[config.mk]
export PLATFORM = sky130hd
export DESIGN_NAME = led_matrix_pwm_flat
export DESIGN_NICKNAME = d
export VERILOG_FILES = /design/src/rtl/led_matrix_pwm_if.sv /design/src/rtl/led_matrix_pwm.sv /design/src/flat_wrapper.sv
export SDC_FILE = /design/constraint.sdc
export NUM_CORES = 1
export LEC_CHECK = 0
export CORE_MARGIN = 2
export CORE_UTILIZATION = 59
export CTS_BUF_LIST = sky130_fd_sc_hd__clkbuf_16
export CTS_CLUSTER_DIAMETER = 120
export CTS_CLUSTER_SIZE = 14
export DETAILED_ROUTE_END_ITERATION = 6
export GPL_TIMING_DRIVEN = 0
export PLACE_DENSITY = 0.79
export SLEW_MARGIN = 25
export SYNTH_ARGS = -nofsm -noshare
export SYNTH_HDL_FRONTEND = slang
export SYNTH_SLANG_ARGS = --single-unit
export TNS_END_PERCENT = 20
[constraint.sdc]
create_clock -name clk -period 4.9 [get_ports clk]
set_input_delay 0.49 -clock clk [delete_from_list [all_inputs] [get_ports clk]]
set_output_delay 0.49 -clock clk [all_outputs]
set_load 0.01 [all_outputs]
[src/rtl/led_matrix_pwm_if.sv]
// Pixel write port and front/back swap handshake for the LED matrix scanner.
// The master side writes pixels and requests swaps; the scanner acknowledges.
interface led_matrix_pwm_if #(
  parameter int N_BITS   = 3,
  parameter int M_BITS   = 3,
  parameter int PWM_BITS = 2
) ();
  logic                       wr_en;
  logic [N_BITS+M_BITS-1:0]   wr_addr;
  logic [PWM_BITS-1:0]        wr_data;
  logic                       swap_req;
  logic                       swap_ack;

  modport master (
    output wr_en,
    output wr_addr,
    output wr_data,
    output swap_req,
    input  swap_ack
  );

  modport slave (
    input  wr_en,
    input  wr_addr,
    input  wr_data,
    input  swap_req,
    output swap_ack
  );
endinterface

[src/rtl/led_matrix_pwm.sv]
// Row-scanned LED matrix driver with per-pixel PWM and double-buffered pixels.
// Each row: BLANK_CYCLES dark clocks, then (2^PWM_BITS-1) PWM steps of P clocks.
module led_matrix_pwm #(
  parameter int LEDS_N          = 4,
  parameter int LEDS_M          = 4,
  parameter int N_BITS          = 3,
  parameter int M_BITS          = 3,
  parameter int PWM_BITS        = 2,
  parameter int LED_PERIOD_BITS = 4,
  parameter int BLANK_CYCLES    = 2
) (
  input  logic                       clk,
  input  logic                       reset,
  input  logic                       en,
  input  logic [LED_PERIOD_BITS-1:0] led_period,
  led_matrix_pwm_if.slave            bus,
  output logic [LEDS_N-1:0]          n_en,
  output logic [LEDS_M-1:0]          m_en,
  output logic                       done_tick
);

  localparam int NPIX  = LEDS_N * LEDS_M;
  localparam int BUF_W = NPIX * PWM_BITS;
  localparam int BLK_W = (BLANK_CYCLES > 1) ? $clog2(BLANK_CYCLES) : 1;
  localparam logic [BLK_W-1:0]    BLANK_LAST = BLK_W'((BLANK_CYCLES > 0) ? BLANK_CYCLES - 1 : 0);
  localparam logic [PWM_BITS-1:0] STEP_LAST  = PWM_BITS'((1 << PWM_BITS) - 2);
  localparam logic [N_BITS-1:0]   ROW_LAST   = N_BITS'(LEDS_N - 1);

  typedef enum logic [1:0] {IDLE, BLANK, ON} state_t;

  state_t                     state_reg, state_next;
  logic [N_BITS-1:0]          row_reg, row_next;
  logic [BLK_W-1:0]           blank_reg, blank_next;
  logic [PWM_BITS-1:0]        step_reg, step_next;
  logic [LED_PERIOD_BITS-1:0] tick_reg, tick_next;
  logic [LED_PERIOD_BITS-1:0] period_reg, period_next;
  logic                       sel_reg, sel_next;
  logic                       pend_reg, pend_next;
  logic [LEDS_N-1:0]          n_en_reg, n_en_next;
  logic [LEDS_M-1:0]          m_en_reg, m_en_next;
  logic                       done_reg, done_next;
  logic                       ack_reg, ack_next;
  logic [BUF_W-1:0]           buf0_reg, buf1_reg;

  logic [LED_PERIOD_BITS-1:0] period_in;
  logic                       row_start;
  logic [N_BITS-1:0]          row_start_idx;
  logic                       swap_fire;
  logic [BUF_W-1:0]           front;
  logic [NPIX-1:0]            wr_hit;
  logic [N_BITS-1:0]          wr_row;
  logic [M_BITS-1:0]          wr_col;

  // A zero period would stall the step counter, so it is treated as one clock.
  assign period_in = (led_period == '0) ? LED_PERIOD_BITS'(1) : led_period;

  always_comb begin
    state_next    = state_reg;
    row_next      = row_reg;
    blank_next    = blank_reg;
    step_next     = step_reg;
    tick_next     = tick_reg;
    period_next   = period_reg;
    row_start     = 1'b0;
    row_start_idx = row_reg;
    case (state_reg)
      IDLE: begin
        if (en) begin
          row_start     = 1'b1;
          row_start_idx = '0;
          period_next   = period_in;
        end
      end
      BLANK: begin
        if (blank_reg == BLANK_LAST) begin
          state_next = ON;
          step_next  = '0;
          tick_next  = '0;
        end else begin
          blank_next = blank_reg + BLK_W'(1);
        end
      end
      ON: begin
        if (tick_reg == period_reg - LED_PERIOD_BITS'(1)) begin
          tick_next = '0;
          if (step_reg == STEP_LAST) begin
            row_start = 1'b1;
            if (row_reg == ROW_LAST) begin
              row_start_idx = '0;
              period_next   = period_in;
            end else begin
              row_start_idx = row_reg + N_BITS'(1);
            end
          end else begin
            step_next = step_reg + PWM_BITS'(1);
          end
        end else begin
          tick_next = tick_reg + LED_PERIOD_BITS'(1);
        end
      end
      default: state_next = IDLE;
    endcase

    if (row_start) begin
      row_next   = row_start_idx;
      blank_next = '0;
      step_next  = '0;
      tick_next  = '0;
      state_next = (BLANK_CYCLES == 0) ? ON : BLANK;
    end

    // Dropping enable always wins and never latches a new period.
    if (!en) begin
      state_next  = IDLE;
      period_next = period_reg;
    end
  end

  // Outputs are registered from the next-state values so they line up with the state.
  always_comb begin
    done_next = (state_next == ON) && (row_next == ROW_LAST) &&
                (step_next == STEP_LAST) &&
                (tick_next == period_next - LED_PERIOD_BITS'(1));
    swap_fire = done_next && (pend_reg || bus.swap_req);
    ack_next  = swap_fire;
    sel_next  = sel_reg ^ swap_fire;
    pend_next = swap_fire ? 1'b0 : (pend_reg | bus.swap_req);
  end

  assign front = sel_reg ? buf1_reg : buf0_reg;

  genvar gi;
  generate
    for (gi = 0; gi < LEDS_N; gi++) begin : g_row
      assign n_en_next[gi] = (state_next == ON) && (row_next == N_BITS'(gi));
    end

    for (gi = 0; gi < LEDS_M; gi++) begin : g_col
      logic [PWM_BITS-1:0] col_pix;
      always_comb begin
        col_pix = '0;
        for (int r = 0; r < LEDS_N; r++) begin
          if (row_next == N_BITS'(r)) begin
            col_pix = front[(r * LEDS_M + gi) * PWM_BITS +: PWM_BITS];
          end
        end
      end
      assign m_en_next[gi] = (state_next == ON) && (step_next < col_pix);
    end

    // Address decode compares against real pixel coordinates, so out-of-range
    // rows or columns simply match nothing.
    for (gi = 0; gi < NPIX; gi++) begin : g_pix
      assign wr_hit[gi] = bus.wr_en &&
                          (wr_row == N_BITS'(gi / LEDS_M)) &&
                          (wr_col == M_BITS'(gi % LEDS_M));
    end
  endgenerate

  assign wr_row = bus.wr_addr[N_BITS+M_BITS-1 -: N_BITS];
  assign wr_col = bus.wr_addr[M_BITS-1:0];

  // Writes target the buffer not currently shown, using the pre-swap select.
  always_ff @(posedge clk or negedge reset) begin
    if (!reset) begin
      buf0_reg <= '0;
      buf1_reg <= '0;
    end else begin
      for (int i = 0; i < NPIX; i++) begin
        if (wr_hit[i]) begin
          if (sel_reg) begin
            buf0_reg[i * PWM_BITS +: PWM_BITS] <= bus.wr_data;
          end else begin
            buf1_reg[i * PWM_BITS +: PWM_BITS] <= bus.wr_data;
          end
        end
      end
    end
  end

  always_ff @(posedge clk or negedge reset) begin
    if (!reset) begin
      state_reg  <= IDLE;
      row_reg    <= '0;
      blank_reg  <= '0;
      step_reg   <= '0;
      tick_reg   <= '0;
      period_reg <= LED_PERIOD_BITS'(1);
      sel_reg    <= 1'b0;
      pend_reg   <= 1'b0;
      n_en_reg   <= '0;
      m_en_reg   <= '0;
      done_reg   <= 1'b0;
      ack_reg    <= 1'b0;
    end else begin
      state_reg  <= state_next;
      row_reg    <= row_next;
      blank_reg  <= blank_next;
      step_reg   <= step_next;
      tick_reg   <= tick_next;
      period_reg <= period_next;
      sel_reg    <= sel_next;
      pend_reg   <= pend_next;
      n_en_reg   <= n_en_next;
      m_en_reg   <= m_en_next;
      done_reg   <= done_next;
      ack_reg    <= ack_next;
    end
  end

  assign n_en         = n_en_reg;
  assign m_en         = m_en_reg;
  assign done_tick    = done_reg;
  assign bus.swap_ack = ack_reg;

endmodule

[src/flat_wrapper.sv]
// flat-port wrapper written by rule: the top's interface ports become plain ports
module led_matrix_pwm_flat 
#(
  parameter int LEDS_N          = 4,
  parameter int LEDS_M          = 4,
  parameter int N_BITS          = 3,
  parameter int M_BITS          = 3,
  parameter int PWM_BITS        = 2,
  parameter int LED_PERIOD_BITS = 4,
  parameter int BLANK_CYCLES    = 2
)
  (clk, reset, en, led_period, n_en, m_en, done_tick, bus_wr_en, bus_wr_addr, bus_wr_data, bus_swap_req, bus_swap_ack);
  led_matrix_pwm_if #(.N_BITS(N_BITS), .M_BITS(M_BITS), .PWM_BITS(PWM_BITS)) bus_i ();
  input  logic clk;
  input  logic reset;
  input  logic en;
  input  logic [LED_PERIOD_BITS-1:0] led_period;
  output logic [LEDS_N-1:0] n_en;
  output logic [LEDS_M-1:0] m_en;
  output logic done_tick;
  input wire logic [$bits(bus_i.wr_en)-1:0] bus_wr_en;
  input wire logic [$bits(bus_i.wr_addr)-1:0] bus_wr_addr;
  input wire logic [$bits(bus_i.wr_data)-1:0] bus_wr_data;
  input wire logic [$bits(bus_i.swap_req)-1:0] bus_swap_req;
  output wire logic [$bits(bus_i.swap_ack)-1:0] bus_swap_ack;
  assign bus_i.wr_en = bus_wr_en;
  assign bus_i.wr_addr = bus_wr_addr;
  assign bus_i.wr_data = bus_wr_data;
  assign bus_i.swap_req = bus_swap_req;
  assign bus_swap_ack = bus_i.swap_ack;
  led_matrix_pwm #(.LEDS_N(LEDS_N), .LEDS_M(LEDS_M), .N_BITS(N_BITS), .M_BITS(M_BITS), .PWM_BITS(PWM_BITS), .LED_PERIOD_BITS(LED_PERIOD_BITS), .BLANK_CYCLES(BLANK_CYCLES)) u_core (.clk(clk), .reset(reset), .en(en), .led_period(led_period), .bus(bus_i), .n_en(n_en), .m_en(m_en), .done_tick(done_tick));
endmodule
==> flow_summary.toml <==
[run_status]
status = "finished clean"

[setup_path]
ff2ff_path_depth = 18
cp_common_cell = "nand2_1"
cp_top_family = "simple AND/OR/NAND/NOR gates"
cpMaxStageDelayCell = "dfstp_2"
worstPathArrival_ns = 4.69
reg2reg_from = "u_core.period_reg[0]"
path_depth = 18
critical_path.endpoint_type = "register"
crit_required_ns = 5.11
worst-setup-path-type = "reg2reg"
ff2ff_setup_slack_ns = 0.42
critPathBufInv = 4
cp_max_fo = 10
crit_chain = "inv_1 > ha_1 > xnor2_1 > nor3_4 > nand3_2 > or4_1 > and3_1 > buf_6 > buf_12 > clkbuf_1 > mux4_2 > nand2_1 > nand2_1 > nand2_1 > ha_1 > nand2_1 > nor2_1 > a2111oi_0"
timing.rr.end = "u_core.m_en[0]"
cpPeakStageDelay_ns = 0.59
critPathLaunchType = "register"

[cts]
cts-buffers-inserted = 9
cts.htree.levels = 3
cts_setup_buffers = 0
cts_tree = "built"
cts_resized = 0
hold_buffers = 0
clk_pin_slew_worst_paths_ns = 0.07
clk_path_buf_depth = 2
cts-root-buf = "clkbuf_16"
cts.sinks = 92
clock_latency_ns = 0.34

[detailed_routing]
drt_iter0_drc = 175
via_per_inst = 6.03
drc = 0
drt-total-wl_um = 10800
avgRoutedWirePerCell_um = 19.3
num_vias = 3385
postRouteAntennaNets = 0
firstDrtPassIters = 4

[floorplanning]
initial_utilization = 0.601
dieArea_um2 = 8990
die_width_um = 94.8
die_height_um = 94.8
core_um2 = 8090
rows = 33
io_pins = 27

[sta]
drv_slew = 0
rsz0062_at_grt = "false"
fmax_mhz = 223
hold_ws_ns = 0.0101
setup_viol = 0
period_share = 0.914
hold_viol = 0
fin_setup_tns_ns = 0
maxSlewHeadroom = 0.376
post-route-min-period_ns = 4.48
clock_skew_ns = 0.00878
tightest_slew_ns = 0.936

[layout]
syn2layout_area_growth_pct = 13.9
drive_gt1_frac = 0.241
fillCellCount = 628
layout_common_cells = "dfrtp_1 (91), mux2_2 (64), nand2_1 (47), nor2_1 (36), clkdlybuf4s50_1 (24)"
num_antenna_cells = 0
final_cells = 561
nNetsFinal = 482
final_common_cell = "dfrtp_1"

[place]
dp_hpwl_um = 7920
port_buffers = 25
placed_cells = 545
place.gp.congestion = 0.870

[power]
p_leak_nw = 2.55
power_mw = 1.71
peakVddDrop_uv = 160
p_per_area_nw_per_um2 = 308

[run]
maxCapViolations = 0

[global_route]
grt_use_total = 0.262
grt_pass1_vias = 3581
grt_max_degree = 65
grt_pass1_wl_um = 17500
grt_overflow = 0
antenna_found_initial = 0

[synth]
seq_area_frac_synth = 0.474
synth_warnings = 0
syn_area_um2 = 4860
synth.distinct_cells = 48
synthFlopType = "dfrtp_1"
synth_nets = 445
netlist_instances = 414
async_reset_ff_frac = 1.00
syn_area_per_cell_um2 = 11.8
synth_seq_cells = 92
synth_edf_count = 0

[min_path]
hp-class = "in2async"
[where the power goes]
group | leakage (nW) | switching (mW) | internal [mW]
clock network | 0.129 | 0.296 | 0.341
registers | 1.24 | 0.0298 | 0.805
logic | 1.18 | 0.130 | 0.103
[worst max-delay path by stage]
| stage | start | end |
|---|---|---|
| detailed placement | u_core.period_reg[0] | u_core.m_en[0] |
| finish | u_core.period_reg[0] | u_core.m_en[0] |
| global placement | reset | u_core.buf1_reg[21] |
| global route | u_core.period_reg[0] | u_core.m_en[0] |
| floorplan | u_core.period_reg[0] | u_core.m_en[0] |
| CTS | u_core.period_reg[0] | u_core.m_en[0] |
[cell type report]
cell class,instances,area [um^2],share of cell area
repair buffers,26,279,0.0503
plain buffers,16,83.8,0.0151
well taps,105,131,0.0237
multi-input cells,288,2410,0.435
clock inverters,7,42.5,0.00767
clock buffers,9,225,0.0406
inverters,18,67.6,0.0122
flip-flops and latches,92,2300,0.416
[layer usage]
layer	share of wire	wire length, um	vias up	global-route usage
met1	0.41	4420	1720	0.308
met3	0.042	459	27	0.0511
met5	0	0	-	0
met4	0.025	268	0	0.112
met2	0.52	5670	93	0.467
li1	-	-	1545	-
[kinds of logic after synthesis]
| logic type | synth area share |
|---|---|
| AND/OR/NAND/NOR | 0.133 |
| flip-flops | 0.474 |
| adder cells (fa/ha/maj) | 0.0360 |
| AO/OA/AOI/OAI | 0.0566 |
| XOR/XNOR | 0.0322 |
| multiplexers | 0.238 |
| buffers and inverters | 0.0311 |
[Yosys cell counts (all sizes together), types with 2 or more instances]
library cell  number  area (um^2)
a222oi             2         20.0
nor3              10         66.3
or4                2         15.0
nand3              5         30.0
nand4              4         31.3
nand2b             2         12.5
buf                2         31.3
mux2i             12          120
and3               2         12.5
mux2              64          721
inv               18         67.6
or3                2         12.5
or2                4         25.0
nor2b              3         18.8
dfrtp             91         2280
a21oi              3         15.0
clkbuf            14         52.6
nand2             47          176
and2               5         31.3
xnor2              7         61.3
o21ai             11         55.1
a22oi              3         22.5
a211oi             4         30.0
o21a               5         37.5
o211ai             2         15.0
nor3b              2         15.0
xor2               8         70.1
a2111oi            2         17.5
nor4               3         33.8
a41o               2         20.0
mux4              14          315
nor2              36          135
ha                14          175
[stage by stage]
stage	setup slack, ns	utilization	area, um^2
final	0.421	0.685	5540
after detailed placement	0.456	0.652	5280
after floorplan	1.07	-	4860
after global routing	0.0824	0.685	5540
after global placement	0.0457	0.648	5250
after CTS	0.414	0.685	5540
No activity file was read; power rests on OpenSTA's default activity.
